==> config.mk <==
export PLATFORM = sky130hd
export DESIGN_NAME = systolic_sequencer
export DESIGN_NICKNAME = d
export VERILOG_FILES = /design/src/rtl/systolic_sequencer.sv
export SDC_FILE = /design/constraint.sdc
export NUM_CORES = 1
export LEC_CHECK = 0
export CAP_MARGIN = 20
export CORE_MARGIN = 1.5
export CORE_UTILIZATION = 39
export CTS_CLUSTER_SIZE = 25
export DETAILED_ROUTE_END_ITERATION = 10
export PLACE_DENSITY_LB_ADDON = 0.12
export SYNTH_ARGS = -nofsm -noshare
export SYNTH_HDL_FRONTEND = slang
export SYNTH_SLANG_ARGS = --single-unit
==> constraint.sdc <==
create_clock -name clk -period 8.2 [get_ports clk]
set_input_delay 1.64 -clock clk [delete_from_list [all_inputs] [get_ports clk]]
set_output_delay 1.64 -clock clk [all_outputs]
set_load 0.02 [all_outputs]
==> src/rtl/systolic_sequencer.sv <==
`default_nettype none
// +--------------------------------------------------------------------+
// | systolic_sequencer                                                 |
// | Sequences one matrix tile: clears the array, streams A/B operand   |
// | vectors from the buffers and skews each lane onto the array edges. |
// | Rev 1.0                                                            |
// +--------------------------------------------------------------------+
module systolic_sequencer #(
  parameter int WIDTH      = 16,
  parameter int ARR_HEIGHT = 4,
  parameter int ARR_WIDTH  = 4,
  parameter int ADDR_W     = 8
) (
  input  logic                        clk,
  input  logic                        reset,
  input  logic                        start,
  input  logic                        abort,
  input  logic [ADDR_W-1:0]           k_len,
  input  logic [1:0]                  simd_in,
  output logic                        a_rd_en,
  output logic [ADDR_W-1:0]           a_rd_addr,
  output logic                        b_rd_en,
  output logic [ADDR_W-1:0]           b_rd_addr,
  input  logic [ARR_HEIGHT*WIDTH-1:0] a_rd_data,
  input  logic [ARR_WIDTH*WIDTH-1:0]  b_rd_data,
  output logic [ARR_HEIGHT*WIDTH-1:0] arr_in_a,
  output logic [ARR_WIDTH*WIDTH-1:0]  arr_in_b,
  output logic                        arr_clear,
  output logic [1:0]                  arr_simd,
  output logic                        busy,
  output logic                        done,
  output logic                        c_valid
);

  // Drain covers read latency, the longest skew path and the final accumulate.
  localparam logic [ADDR_W:0] c_drain_len = (ADDR_W+1)'(ARR_HEIGHT + ARR_WIDTH);
  localparam logic [ADDR_W:0] c_cnt_one   = (ADDR_W+1)'(1);

  typedef enum logic [2:0] {
    S_IDLE  = 3'd0,
    S_CLEAR = 3'd1,
    S_FEED  = 3'd2,
    S_DRAIN = 3'd3,
    S_DONE  = 3'd4
  } state_t;

  state_t            state_q;
  logic [ADDR_W:0]   cnt_q;
  logic [ADDR_W-1:0] klen_q;
  logic [ADDR_W-1:0] addr_q;
  logic              rd_en_q;
  logic              clear_q;
  logic              busy_q;
  logic              done_q;
  logic [1:0]        simd_q;
  logic              vtag_q;
  logic              w_flush;

  assign w_flush = abort && (state_q != S_IDLE);

  always_ff @(posedge clk or posedge reset) begin
    if (reset) begin
      state_q <= S_IDLE;
      cnt_q   <= '0;
      klen_q  <= '0;
      addr_q  <= '0;
      rd_en_q <= 1'b0;
      clear_q <= 1'b0;
      busy_q  <= 1'b0;
      done_q  <= 1'b0;
      simd_q  <= 2'b00;
    end else if (w_flush) begin
      state_q <= S_IDLE;
      cnt_q   <= '0;
      rd_en_q <= 1'b0;
      clear_q <= 1'b1;
      busy_q  <= 1'b0;
      done_q  <= 1'b0;
    end else begin
      clear_q <= 1'b0;
      unique case (state_q)
        S_IDLE: begin
          if (start && !abort) begin
            busy_q <= 1'b1;
            simd_q <= simd_in;
            if (k_len != '0) begin
              klen_q  <= k_len;
              clear_q <= 1'b1;
              state_q <= S_CLEAR;
            end else begin
              done_q  <= 1'b1;
              state_q <= S_DONE;
            end
          end
        end
        S_CLEAR: begin
          state_q <= S_FEED;
          rd_en_q <= 1'b1;
          addr_q  <= '0;
          cnt_q   <= c_cnt_one;
        end
        S_FEED: begin
          // cnt_q counts reads already issued, so k_len never needs to wrap.
          if (cnt_q == {1'b0, klen_q}) begin
            state_q <= S_DRAIN;
            rd_en_q <= 1'b0;
            cnt_q   <= c_cnt_one;
          end else begin
            addr_q <= cnt_q[ADDR_W-1:0];
            cnt_q  <= cnt_q + c_cnt_one;
          end
        end
        S_DRAIN: begin
          if (cnt_q == c_drain_len) begin
            state_q <= S_DONE;
            done_q  <= 1'b1;
            cnt_q   <= '0;
          end else begin
            cnt_q <= cnt_q + c_cnt_one;
          end
        end
        S_DONE: begin
          state_q <= S_IDLE;
          done_q  <= 1'b0;
          busy_q  <= 1'b0;
        end
        default: state_q <= S_IDLE;
      endcase
    end
  end

  // Tag marks the cycle in which rd_data holds a genuine operand vector.
  always_ff @(posedge clk or posedge reset) begin
    if (reset) vtag_q <= 1'b0;
    else       vtag_q <= rd_en_q && !w_flush;
  end

  generate
    for (genvar i = 0; i < ARR_HEIGHT; i++) begin : g_a_lane
      if (i == 0) begin : g_direct
        assign arr_in_a[WIDTH-1:0] = vtag_q ? a_rd_data[WIDTH-1:0] : '0;
      end else begin : g_skew
        logic [WIDTH:0] stage_q [i];
        always_ff @(posedge clk or posedge reset) begin
          if (reset) begin
            for (int s = 0; s < i; s++) stage_q[s] <= '0;
          end else begin
            stage_q[0] <= {vtag_q && !w_flush, a_rd_data[i*WIDTH +: WIDTH]};
            for (int s = 1; s < i; s++)
              stage_q[s] <= {stage_q[s-1][WIDTH] && !w_flush, stage_q[s-1][WIDTH-1:0]};
          end
        end
        assign arr_in_a[i*WIDTH +: WIDTH] = stage_q[i-1][WIDTH] ? stage_q[i-1][WIDTH-1:0] : '0;
      end
    end

    for (genvar j = 0; j < ARR_WIDTH; j++) begin : g_b_lane
      if (j == 0) begin : g_direct
        assign arr_in_b[WIDTH-1:0] = vtag_q ? b_rd_data[WIDTH-1:0] : '0;
      end else begin : g_skew
        logic [WIDTH:0] stage_q [j];
        always_ff @(posedge clk or posedge reset) begin
          if (reset) begin
            for (int s = 0; s < j; s++) stage_q[s] <= '0;
          end else begin
            stage_q[0] <= {vtag_q && !w_flush, b_rd_data[j*WIDTH +: WIDTH]};
            for (int s = 1; s < j; s++)
              stage_q[s] <= {stage_q[s-1][WIDTH] && !w_flush, stage_q[s-1][WIDTH-1:0]};
          end
        end
        assign arr_in_b[j*WIDTH +: WIDTH] = stage_q[j-1][WIDTH] ? stage_q[j-1][WIDTH-1:0] : '0;
      end
    end
  endgenerate

  assign a_rd_en   = rd_en_q;
  assign b_rd_en   = rd_en_q;
  assign a_rd_addr = addr_q;
  assign b_rd_addr = addr_q;
  assign arr_clear = clear_q;
  assign arr_simd  = simd_q;
  assign busy      = busy_q;
  assign done      = done_q;
  assign c_valid   = done_q;

endmodule
`default_nettype wire

* Yosys cells after proc, flatten, opt, wreduce, memory -nomap -nowiden *
Cells that the tools add are included.

storage, ports and cells
  flip-flop bits (word level) = 239
  bits in latches = 0
  memory bits (writable) = 0
  bits in read-only memories = 0
  input port bits = 142
  output and inout port bits = 152
  word-level logic and storage cells = 97
  memories = 0

operators by class
  add/subtract/negate cells = 1
  multipliers = 0
  div/mod/pow operators = 0
  order comparisons = 0
  eq/ne operators = 11
  shift operators = 0
  multiplexer cells = 35
  bitwise logic cells = 1
  reductions and logical operators = 27

operators with widths
  operator               count
  $mux W16               8
  $mux W9                3
  $pmux W9 S3            1
  $pmux W8 S2            1
  $mux W3                5
  $mux W1                12
  $ne A3 B3 Y1 const B   4
  $pmux W3 S4            1
  $logic_and A1 B1 Y1    10
  $add A9 B1 Y9 const B  1
  $eq A9 B4 Y1 const B   1
  $eq A9 B8 Y1           1
  $reduce_and A3 Y1      3
  $reduce_bool A3 Y1     3
  $mux W8                1
  $reduce_and A4 Y1      2
  $reduce_bool A4 Y1     2
  $reduce_bool A8 Y1     1
  $eq A3 B2 Y1 const B   2
  $pmux W1 S2            2
  $reduce_and A2 Y1      2
  $eq A3 B1 Y1 const B   1
  $eq A3 B3 Y1 const B   1
  $logic_not A3 Y1       1
  5 further kinds        6

* Longest topological paths before layout *
  word-level depth = 5
  depth in mapped cells = 8

* Worst setup path after synthesis *
No wires, ideal clock.

  path kind = input to output
  start = input a_rd_data[0]
  end = output arr_in_a[0]
  data arrival time = 1.856 ns
  data required time = 6.560 ns
  slack = 4.704 ns
  cell stages on the path = 1
  path buffers = 0
  cell sequence = and2_1

between the ends
  cells in the longest elaborated chain, start to end = 1

RTL lines
  what                line  RTL
  start: declaration  24    input logic [ARR_HEIGHT*WIDTH-1:0] a_rd_data,
  $mux W16            141   assign arr_in_a[WIDTH-1:0] = vtag_q ? a_rd_data[WIDTH-1:0] : '0;
  end: declaration    26    output logic [ARR_HEIGHT*WIDTH-1:0] arr_in_a,

Every way passes these cells.

* Worst setup path in the final report *
  start = input a_rd_data[7]
  end = output arr_in_a[7]

The elaborated chain is that of the path after synthesis.

==> key figures <==
CTS
  – Root Driver: clkbuf_16
  – Clock Pin Slew Worst Setup and Hold Paths: 0.06 ns
  – TritonCTS Buffers: 24
  – Cts hold-fix bufs: 0
  – CTS max path bufs: 3
  – Worst skew pair latency: 0.50 ns
  – CTS tree: built
  – Resize count post-CTS: 0
  – H-tree depth: 1
  – Setup bufs post-CTS: 0
  – Clock Sinks: 230

Worst hold path
  – Hold endpoint: g_a_lane[3].g_skew.stage_q[13]
  – Hold path startpoint: g_a_lane[3].g_skew.stage_q[30]
  – Hold Path Cell Cnt: 0
  – Hold crit path type: reg2reg

Worst setup path
  – CP arrival: 2.90 ns
  – Worst setup EP type: output pin
  – Worst R2R Path Depth: 7
  – Data required time of the worst path: 6.56 ns
  – R2r startpoint: cnt_q[0]
  – Reg2Reg Setup Slack: 5.81 ns
  – Setup Crit Path Kind: in2out
  – CP Max Fanout: 1
  – Reg2Reg Capture Point: cnt_q[3]
  – Worst setup SP type: input port

Floorplan
  – Row Count: 51
  – Die area: 20500 sq um
  – Die X-Extent: 143.2 microns
  – Die Y: 143.2 microns
  – Initial Util: 39.51%
  – Core Area: 19400 sq um
  – I/O pin total: 294

STA
  – Final Hold Fails: 0
  – Max Clock Freq: 220.4 MHz
  – Worst Slack Setup Final: 3.663 ns
  – Final setup viols: 0
  – Fin. max-slew vios: 0
  – Worst Tran Pin Value: 0.8620 ns
  – RSZ-0062 raised after global routing: false
  – Slew margin rel.: 42.53%
  – Final setup TNS: 0 ns
  – Worst Skew: 0.01239 ns
  – Final Cycle Share: 55.33%
  – Min Clock Period, post-route: 4.537 ns

Placed design
  – HPWL after DPL: 13000 microns
  – DP Worst Slack: 3.658 ns
  – DP Area: 10760 sq um
  – PortBufs: 293
  – RePlAce Congestion: 0.7570

Detailed routing
  – DR WL/cell: 16.28 microns
  – DRC viols: 0
  – DR vias: 4923
  – Final WL: 17910 microns
  – Routed Antenna Nets: 0
  – Via/cell ratio: 4.475
  – Violation count after the first detailed-route iteration: 177
  – 1st-pass router iterations: 4

Synth
  – Post-synthesis cell type count: 47
  – Mean Syn Cell Area: 14.60 sq um
  – Leading cell types by count after synthesis: 230 x dfrtp_1, 132 x and2_1, 24 x nand2_1
  – Register bit total from synthesis: 230
  – EDFF count, synth: 0
  – Synth area leaders: dfrtp_1 75%, and2_1 11%, mux2_2 1.3%, nand2_1 1.2%, mux2i_1 1.0%
  – Post-synthesis sequential area ratio: 75.10%
  – Most frequent cell after synthesis: dfrtp_1
  – Post-synthesis cell count: 525
  – Async set-reset flop share out of synthesis: 100.0%
  – Yosys warns: 0
  – Netlist Area Pre-Place: 7664 sq um
  – Dominant synthesized flop cell: dfrtp_1
  – Share of the synthesized area in the top cell type: 75.10%
  – Syn Nets: 669
  – Cell taking the most area after synthesis: dfrtp_1

Global route
  – GR Overflow Total: 0
  – Largest net degree at the start of global routing: 151
  – Antenna violations before repair: 1
  – Number of global-route vias before repair: 4967
  – First-pass GRT wire length: 26700 microns
  – GRT Overall Usage: 17.10%

Run
  – Max cap viols: 0

Power
  – Power density cells: 277.9 nW/um^2
  – Max VDD drop: 167.0 uV
  – Design Power: 3230 uW
  – Leak pwr: 0.004981 uW

Layout
  – Share of cells above drive strength 1: 7.794%
  – Fin util: 59.91%
  – Final instance area: 11620 sq um
  – Final #Nets: 962
  – Layout area overhead: 51.66%

Status
  – Run status: finished, final reports clean
## layer usage
metal | part of all wire, % | wire, microns | GRT usage (%) | vias to the layer above
met3 | 7.6 | 1356 | 4.091 | 38
met4 | 2.8 | 501 | 6.511 | 0
met5 | 0 | 0 | 0 | -
met1 | 34 | 6011 | 17.42 | 2435
li1 | - | - | - | 2256
met2 | 56 | 10040 | 33.28 | 194
## metrics by stage
stage	cells	hold slack, ns
after floorplan	525	0.3312
after global placement	1054	0.3310
after detailed placement	1054	0.3347
after CTS	1096	0.3466
after global routing	1099	0.3486
final	1100	0.3457
## cells by family (layout without fill, tap and decap cells)
group	after synthesis	in the layout	share of synthesized area, %
and+or+nand+nor	193	193	14.86
xor gates and xnor gates	8	8	0.9143
other	0	1	0
AOI/OAI and AO/OA	32	32	3.347
buffers and inverters	43	352	3.085
adders and majority gates	2	2	0.3265
DFF	230	230	75.10
muxes	17	17	2.367
## worst max-delay path by stage
stage                             from           end  slack [ns]  cells after the start
after detailed placement  a_rd_data[7]   arr_in_a[7]        3.66                      3
final                     a_rd_data[7]   arr_in_a[7]        3.66                      3
after floorplan                  reset  a_rd_addr[0]        0.26                      1
after global routing      b_rd_data[2]   arr_in_b[2]        3.63                      3
after global placement    a_rd_data[7]   arr_in_a[7]        3.66                      3
after CTS                 a_rd_data[7]   arr_in_a[7]        3.65                      3
## cell usage in the layout, fill, tap and decap left out, types with 8 or more instances in the layout
cell type	Yosys	layout
mux2i_1	8	8
nand2_1	24	24
mux2_2	9	9
dfrtp_1	230	230
xor2_1	8	8
clkbuf_16	0	25
inv_1	13	12
nand3_1	9	9
and2_1	132	132
clkdlybuf4s50_1	0	293
## critical path: stages
cell	delay, ns
clkdlybuf4s50_1	0.45
and2_1	0.18
clkdlybuf4s50_1	0.62
## state kept, by name, indices dropped and copies added, names as in the netlist
register / flops
g_b_lane.g_skew.stage_q: 96
c_valid: 1
arr_simd: 2
a_rd_addr: 8
arr_clear: 1
state_q: 3
cnt_q: 9
busy: 1
vtag_q: 1
g_a_lane.g_skew.stage_q: 99
a_rd_en: 1
klen_q: 8
## final cells by class
| cell class | instances | area [sq um] |
|---|---|---|
| inverters | 13 | 56.30 |
| clock buffers | 32 | 691.9 |
| clock inverters | 10 | 110.1 |
| repair buffers | 297 | 3003 |
| multi-input cells | 252 | 1672 |
| well taps | 265 | 331.6 |
| diodes | 1 | 2.502 |
| flip-flops and latches | 230 | 5756 |
| fillers | 1595 | 7776 |
## report_power, final
part | leakage, uW | internal [uW] | switching (uW)
Combinational | 0.00186 | 436 | 393
Sequential | 0.00273 | 1220 | 101
Clock | 0.000397 | 655 | 423
Total | 0.00498 | 2310 | 918
(Power assumes the default switching activity.)
